<file path="config.mk">
export PLATFORM = sky130hd
export DESIGN_NAME = mul_mod_pipe_flat
export DESIGN_NICKNAME = d
export VERILOG_FILES = /design/src/rtl/mul_mod_if.sv /design/src/rtl/mul_mod_pipe.sv /design/src/flat_wrapper.sv
export SDC_FILE = /design/constraint.sdc
export NUM_CORES = 2
export LEC_CHECK = 0
export BUFFER_PORTS_ARGS = -buffer_cell sky130_fd_sc_hd__buf_2
export CORE_AREA = 2 2 238 240
export DETAILED_ROUTE_END_ITERATION = 10
export DIE_AREA = 0 0 240 242
export GPL_ROUTABILITY_DRIVEN = 0
export PLACE_DENSITY = 0.71
export SLEW_MARGIN = 20
export SYNTH_ARGS = -nofsm -noshare
export SYNTH_HDL_FRONTEND = slang
export SYNTH_SLANG_ARGS = --single-unit
</file>
<file path="constraint.sdc">
create_clock -name clk -period 23.8 [get_ports clk]
set_clock_uncertainty 0.05 [all_clocks]
set_input_delay 1.19 -clock clk [delete_from_list [all_inputs] [get_ports clk]]
set_output_delay 1.19 -clock clk [all_outputs]
set_load 0.02 [all_outputs]
</file>
<file path="src/rtl/mul_mod_if.sv">
// mul_mod_if: operand and result valid/ready channels of mul_mod_pipe.
// range_err exists only when MUL_MOD_RANGE_CHK_EN is defined.
interface mul_mod_if #(
  parameter int DATA_W = 23,
  parameter int TAG_W = 8
);
  logic in_valid, in_ready, out_valid, out_ready;
  logic [DATA_W-1:0] a, b, z;
  logic [TAG_W-1:0] in_tag, out_tag;
`ifdef MUL_MOD_RANGE_CHK_EN
  logic range_err;
  modport slave(input in_valid, a, b, in_tag, out_ready, output in_ready, out_valid, z, out_tag, range_err);
  modport master(output in_valid, a, b, in_tag, out_ready, input in_ready, out_valid, z, out_tag, range_err);
`else
  modport slave(input in_valid, a, b, in_tag, out_ready, output in_ready, out_valid, z, out_tag);
  modport master(output in_valid, a, b, in_tag, out_ready, input in_ready, out_valid, z, out_tag);
`endif
endinterface

</file>
<file path="src/rtl/mul_mod_pipe.sv">
// mul_mod_pipe: 3-stage Barrett modular multiplier z = a*b mod Q with tag sideband.
// MUL_MOD_RANGE_CHK_EN adds a sticky range_err for operands >= Q.
module mul_mod_pipe #(
  parameter int DATA_W = 23,
  parameter int unsigned Q = 8380417,
  parameter int TAG_W = 8
) (
  input logic clk,
  input logic rst_n,
  mul_mod_if.slave bus
);
  localparam int K = 2*DATA_W;
  localparam int RW = DATA_W+2;
  localparam int QW = 2*DATA_W+2;
  localparam logic [63:0] MU64 = (64'd1 << K) / 64'(Q);
  localparam logic [DATA_W:0] MU = MU64[DATA_W:0];
  localparam logic [RW-1:0] QR = RW'(Q);
  logic v1, v2, v3, adv1, adv2, adv3, take;
  logic [K-1:0] p1;
  logic [TAG_W-1:0] tag1, tag2;
  logic [RW-1:0] r2, r, s1;
  logic [DATA_W:0] t;
  assign adv3 = v3 & bus.out_ready;
  assign adv2 = v2 & (!v3 | adv3);
  assign adv1 = v1 & (!v2 | adv2);
  assign bus.in_ready = !v1 | adv1;
  assign bus.out_valid = v3;
  assign take = bus.in_valid & bus.in_ready;
  // Barrett quotient estimate is low by at most 2, so r < 3Q fits in RW bits
  assign t = (DATA_W+1)'((QW'(p1[K-1:DATA_W-1]) * QW'(MU)) >> (DATA_W+1));
  assign r = p1[RW-1:0] - RW'(t) * QR;
  assign s1 = r2 >= QR ? r2 - QR : r2;
  always_ff @(posedge clk or negedge rst_n)
    if (!rst_n) begin
      v1 <= 1'b0;
      v2 <= 1'b0;
      v3 <= 1'b0;
      p1 <= '0;
      tag1 <= '0;
      r2 <= '0;
      tag2 <= '0;
      bus.z <= '0;
      bus.out_tag <= '0;
    end else begin
      if (bus.in_ready) v1 <= bus.in_valid;
      if (!v2 | adv2) v2 <= v1;
      if (!v3 | adv3) v3 <= v2;
      if (take) begin
        p1 <= K'(bus.a) * K'(bus.b);
        tag1 <= bus.in_tag;
      end
      if (adv1) begin
        r2 <= r;
        tag2 <= tag1;
      end
      if (adv2) begin
        bus.z <= DATA_W'(s1 >= QR ? s1 - QR : s1);
        bus.out_tag <= tag2;
      end
    end
`ifdef MUL_MOD_RANGE_CHK_EN
  localparam logic [DATA_W-1:0] QD = DATA_W'(Q);
  logic e1, e2, e3;
  always_ff @(posedge clk or negedge rst_n)
    if (!rst_n) begin
      e1 <= 1'b0;
      e2 <= 1'b0;
      e3 <= 1'b0;
      bus.range_err <= 1'b0;
    end else begin
      if (take) e1 <= (bus.a >= QD) | (bus.b >= QD);
      if (adv1) e2 <= e1;
      if (adv2) e3 <= e2;
      if (adv3 & e3) bus.range_err <= 1'b1;
    end
`endif
endmodule

</file>
<file path="src/flat_wrapper.sv">
// flat-port wrapper written by rule: the top's interface ports become plain ports
module mul_mod_pipe_flat 
#(
  parameter int DATA_W = 23,
  parameter int unsigned Q = 8380417,
  parameter int TAG_W = 8
)
  (clk, rst_n, bus_in_valid, bus_a, bus_b, bus_in_tag, bus_out_ready, bus_in_ready, bus_out_valid, bus_z, bus_out_tag);
  mul_mod_if #(.DATA_W(DATA_W), .TAG_W(TAG_W)) bus_i ();
  input logic clk;
  input logic rst_n;
  input wire logic [$bits(bus_i.in_valid)-1:0] bus_in_valid;
  input wire logic [$bits(bus_i.a)-1:0] bus_a;
  input wire logic [$bits(bus_i.b)-1:0] bus_b;
  input wire logic [$bits(bus_i.in_tag)-1:0] bus_in_tag;
  input wire logic [$bits(bus_i.out_ready)-1:0] bus_out_ready;
  output wire logic [$bits(bus_i.in_ready)-1:0] bus_in_ready;
  output wire logic [$bits(bus_i.out_valid)-1:0] bus_out_valid;
  output wire logic [$bits(bus_i.z)-1:0] bus_z;
  output wire logic [$bits(bus_i.out_tag)-1:0] bus_out_tag;
  assign bus_i.in_valid = bus_in_valid;
  assign bus_i.a = bus_a;
  assign bus_i.b = bus_b;
  assign bus_i.in_tag = bus_in_tag;
  assign bus_i.out_ready = bus_out_ready;
  assign bus_in_ready = bus_i.in_ready;
  assign bus_out_valid = bus_i.out_valid;
  assign bus_z = bus_i.z;
  assign bus_out_tag = bus_i.out_tag;
  mul_mod_pipe #(.DATA_W(DATA_W), .Q(Q), .TAG_W(TAG_W)) u_core (.clk(clk), .rst_n(rst_n), .bus(bus_i));
endmodule
</file>
==> results by group <==
Logic synthesis
  – Synth cell types: 75
  – Synth Cell Area: between 30,000 and 40,000 um^2
  – FFs w/ async S/R, synth: 100%
  – Top_reg_cell synth: dfrtp_1
  – Net Count, Synth: 4,364
  – Synth Instances: 3,358
  – #FFs+latches synth: roughly 120
  – Synth warnings: 0
  – Synth Area per Inst: 9.02 um^2
  – Sequential cell area fraction in the yosys report: under 10%
  – Post-synth EDFFs: 0

Final layout
  – Core Util, Final: 57.1%
  – Antenna diodes: 0
  – Fillers: 5,069
  – Layout Nets: ~4,400
  – Share of cells above drive strength 1: 5.36%
  – Area grow syn2layout: 5.08%

Worst setup path
  – Setup crit end kind: flip-flop
  – Worst Reg-to-Reg Cells: 35
  – CP Class: reg -> reg
  – CP startpoint kind: flip-flop
  – Slowest-stage cell, CP: fa_1
  – CP max stage delay: 0.55 ns
  – CP required: approximately 24 ns
  – Cell family with most CP delay: adder cells
  – Critical Path AT: ~11 ns
  – Crit path depth: 35
  – Most used cell, CP: fa_1
  – Max FO, Critical Path: 5
  – Crit path buf inv count: 6

Timing
  – # setup viols final: 0
  – Crit share post-route: about 44%
  – Fin. max-slew vios: 0
  – Hold_ws: roughly 0.42 ns
  – Fin. Hold Viols: 0
  – Setup ws final: 13.22 ns
  – Setup_tns: 0 ns
  – Worst Tran Pin Value: 1.04 ns
  – FMAX: between 90 and 100 MHz
  – RSZ-0062 raised after global routing: no
  – Relative slew slack: 30.3%
  – Minimum clock period after layout: between 10 and 15 ns

Drt
  – DR vias: 22,100
  – Via density: between 5 and 6
  – DRC Markers: 0
  – Drt pass-1 iters: 5
  – Antenna viol nets, final: 0
  – Post-Route WL: 68.2 mm
  – WL/cell: 16.6 um
  – Initial DRC Count: between 1,000 and 1,500

CTS
  – Clk buf depth: 2
  – CTS tree: yes
  – Number of H-tree levels: 4
  – Post_cts resized: 0
  – CTS buffer count: 17
  – Root Buffer: clkbuf_16
  – # Post-CTS Setup Buffers: 0
  – CTS sink count: 121
  – Hold buffer count at CTS: 0
  – Clock latency at the later pin of the worst-skew pair: between 0.4 and 0.5 ns
  – Reg clk slew, reported paths: 0.07 ns

Floorplan
  – Initial Util: between 50 and 60%
  – Die area: 58,100 um^2
  – Ports: 91
  – Die Wd: around 240 um
  – Die Y: 242 um
  – # rows: between 80 and 90
  – Core Area: approximately 56,000 um^2

Global route
  – Initial antenna violation count: 1
  – GR Util All Layers: 24.9%
  – Number of global-route vias before repair: 23,500
  – Global-route wire length before repair: 116 mm
  – Largest net degree at the start of global routing: 93
  – GRT overflow: 0

Placement
  – Worst slack at placement: around 13 ns
  – DP HPWL: roughly 56 mm
  – Buffers added on ports: 90

Worst hold path
  – Worst Hold Class: reg -> reg
  – Worst Hold Depth: 2

Outcome
  – Status: finished, final reports clean

Run
  – Max-Cap Viols: 0
per-stage QoR:
stage	cells	area, um^2
after floorplan	3358	30300
after global placement	4081	31200
after detailed placement	4081	31200
after CTS	4113	31800
after global routing	4113	31800
final	4113	31800
sequential cells by signal, summed over array words and instances (netlist names):
name / count
u_core.tag2: 8
u_core.v1: 1
u_core.tag1: 8
u_core.bus.z: 23
u_core.p1: 46
u_core.bus.out_tag: 8
u_core.v2: 1
u_core.r2: 25
u_core.bus.out_valid: 1
worst paths after layout:
kind | from | to | slack [ns]
max in group asynchronous | rst_n | u_core.p1[45]$_DFFE_PN0P_ | 21.63
hold reg to reg | u_core.bus.z[12]$_DFFE_PN0P_ | u_core.bus.z[12]$_DFFE_PN0P_ | 0.42
hold / removal | u_core.bus.z[12]$_DFFE_PN0P_ | u_core.bus.z[12]$_DFFE_PN0P_ | 0.42
setup reg to reg | u_core.p1[34]$_DFFE_PN0P_ | u_core.r2[24]$_DFFE_PN0P_ | 13.22
setup / recovery | u_core.p1[34]$_DFFE_PN0P_ | u_core.r2[24]$_DFFE_PN0P_ | 13.22
min in group asynchronous | rst_n | u_core.bus.out_tag[1]$_DFFE_PN0P_ | 0.70
cells in the mapped netlist, types with 4 or more instances:
library cell	n	area, um^2
or2_2	7	43.8
a21oi_1	83	415
ha_1	421	5270
a31oi_1	11	68.8
o21bai_1	10	75.1
clkbuf_1	118	443
a21o_1	36	270
o21ai_1	9	45.0
a211oi_1	7	52.6
nand4_1	11	68.8
mux2i_1	5	50.1
nor4_1	7	43.8
nor2b_1	8	50.1
xor2_1	50	438
nand3_1	31	155
buf_2	4	20.0
nand2b_1	14	87.6
inv_1	680	2550
o31ai_1	13	97.6
and2_1	184	1150
dfrtp_1	121	3030
or4_1	4	30.0
nor3b_1	9	67.6
o21a_1	14	105
or3_1	14	87.6
xnor2_1	102	893
nand2_1	517	1940
mux2_2	33	372
o21ai_0	111	556
a21boi_0	6	45.0
nor3_1	37	185
fa_1	527	10600
o211ai_1	13	97.6
and4_1	6	52.6
nor2_1	67	251
and3_1	7	43.8
a2111oi_0	4	35.0
area by class of cell:
cell class	count	area, um^2	area share (%)
Multi-Input combinational cell	2427	24200	76.1
Sequential cell	121	3030	9.51
Inverter	682	2560	8.04
Tap cell	756	946	2.97
Timing Repair Buffer	95	490	1.54
Clock buffer	17	425	1.34
Clock inverter	15	171	0.539
routing by layer:
metal / GRT usage (%) / wire length (um)
met1: 32.6 / 29100
met2: 44.0 / 34800
met3: 3.34 / 3010
met4: 5.37 / 1300
met5: 0 / 13
cells in the final DEF (no fill, tap or decap), types with 17 or more instances in the layout:
cell / count
a21o_1: 36
a21oi_1: 83
and2_1: 184
buf_2: 89
clkbuf_16: 17
dfrtp_1: 121
fa_1: 527
ha_1: 421
inv_1: 680
mux2_2: 33
nand2_1: 514
nand3_1: 31
nor2_1: 67
nor3_1: 37
o21ai_0: 111
xnor2_1: 102
xor2_1: 50
tightest hold or removal path, stage by stage (launching register included):
cell,delay (ns)
dfrtp_1,0.34
nand2_1,0.04
o21ai_0,0.05
logic make-up after synthesis:
logic type	count (synthesis)	share of synthesized area, %
AOI/OAI and AO/OA	355	7.35
xor gates and xnor gates	154	4.54
adders and majority gates	948	52.2
buffers and inverters	810	10.1
DFF	121	10.0
muxes	38	1.39
and+or+nand+nor	932	14.4
Power is not shown: default switching activity piles up to over one toggle a cycle in this logic, so the estimate is an artifact.
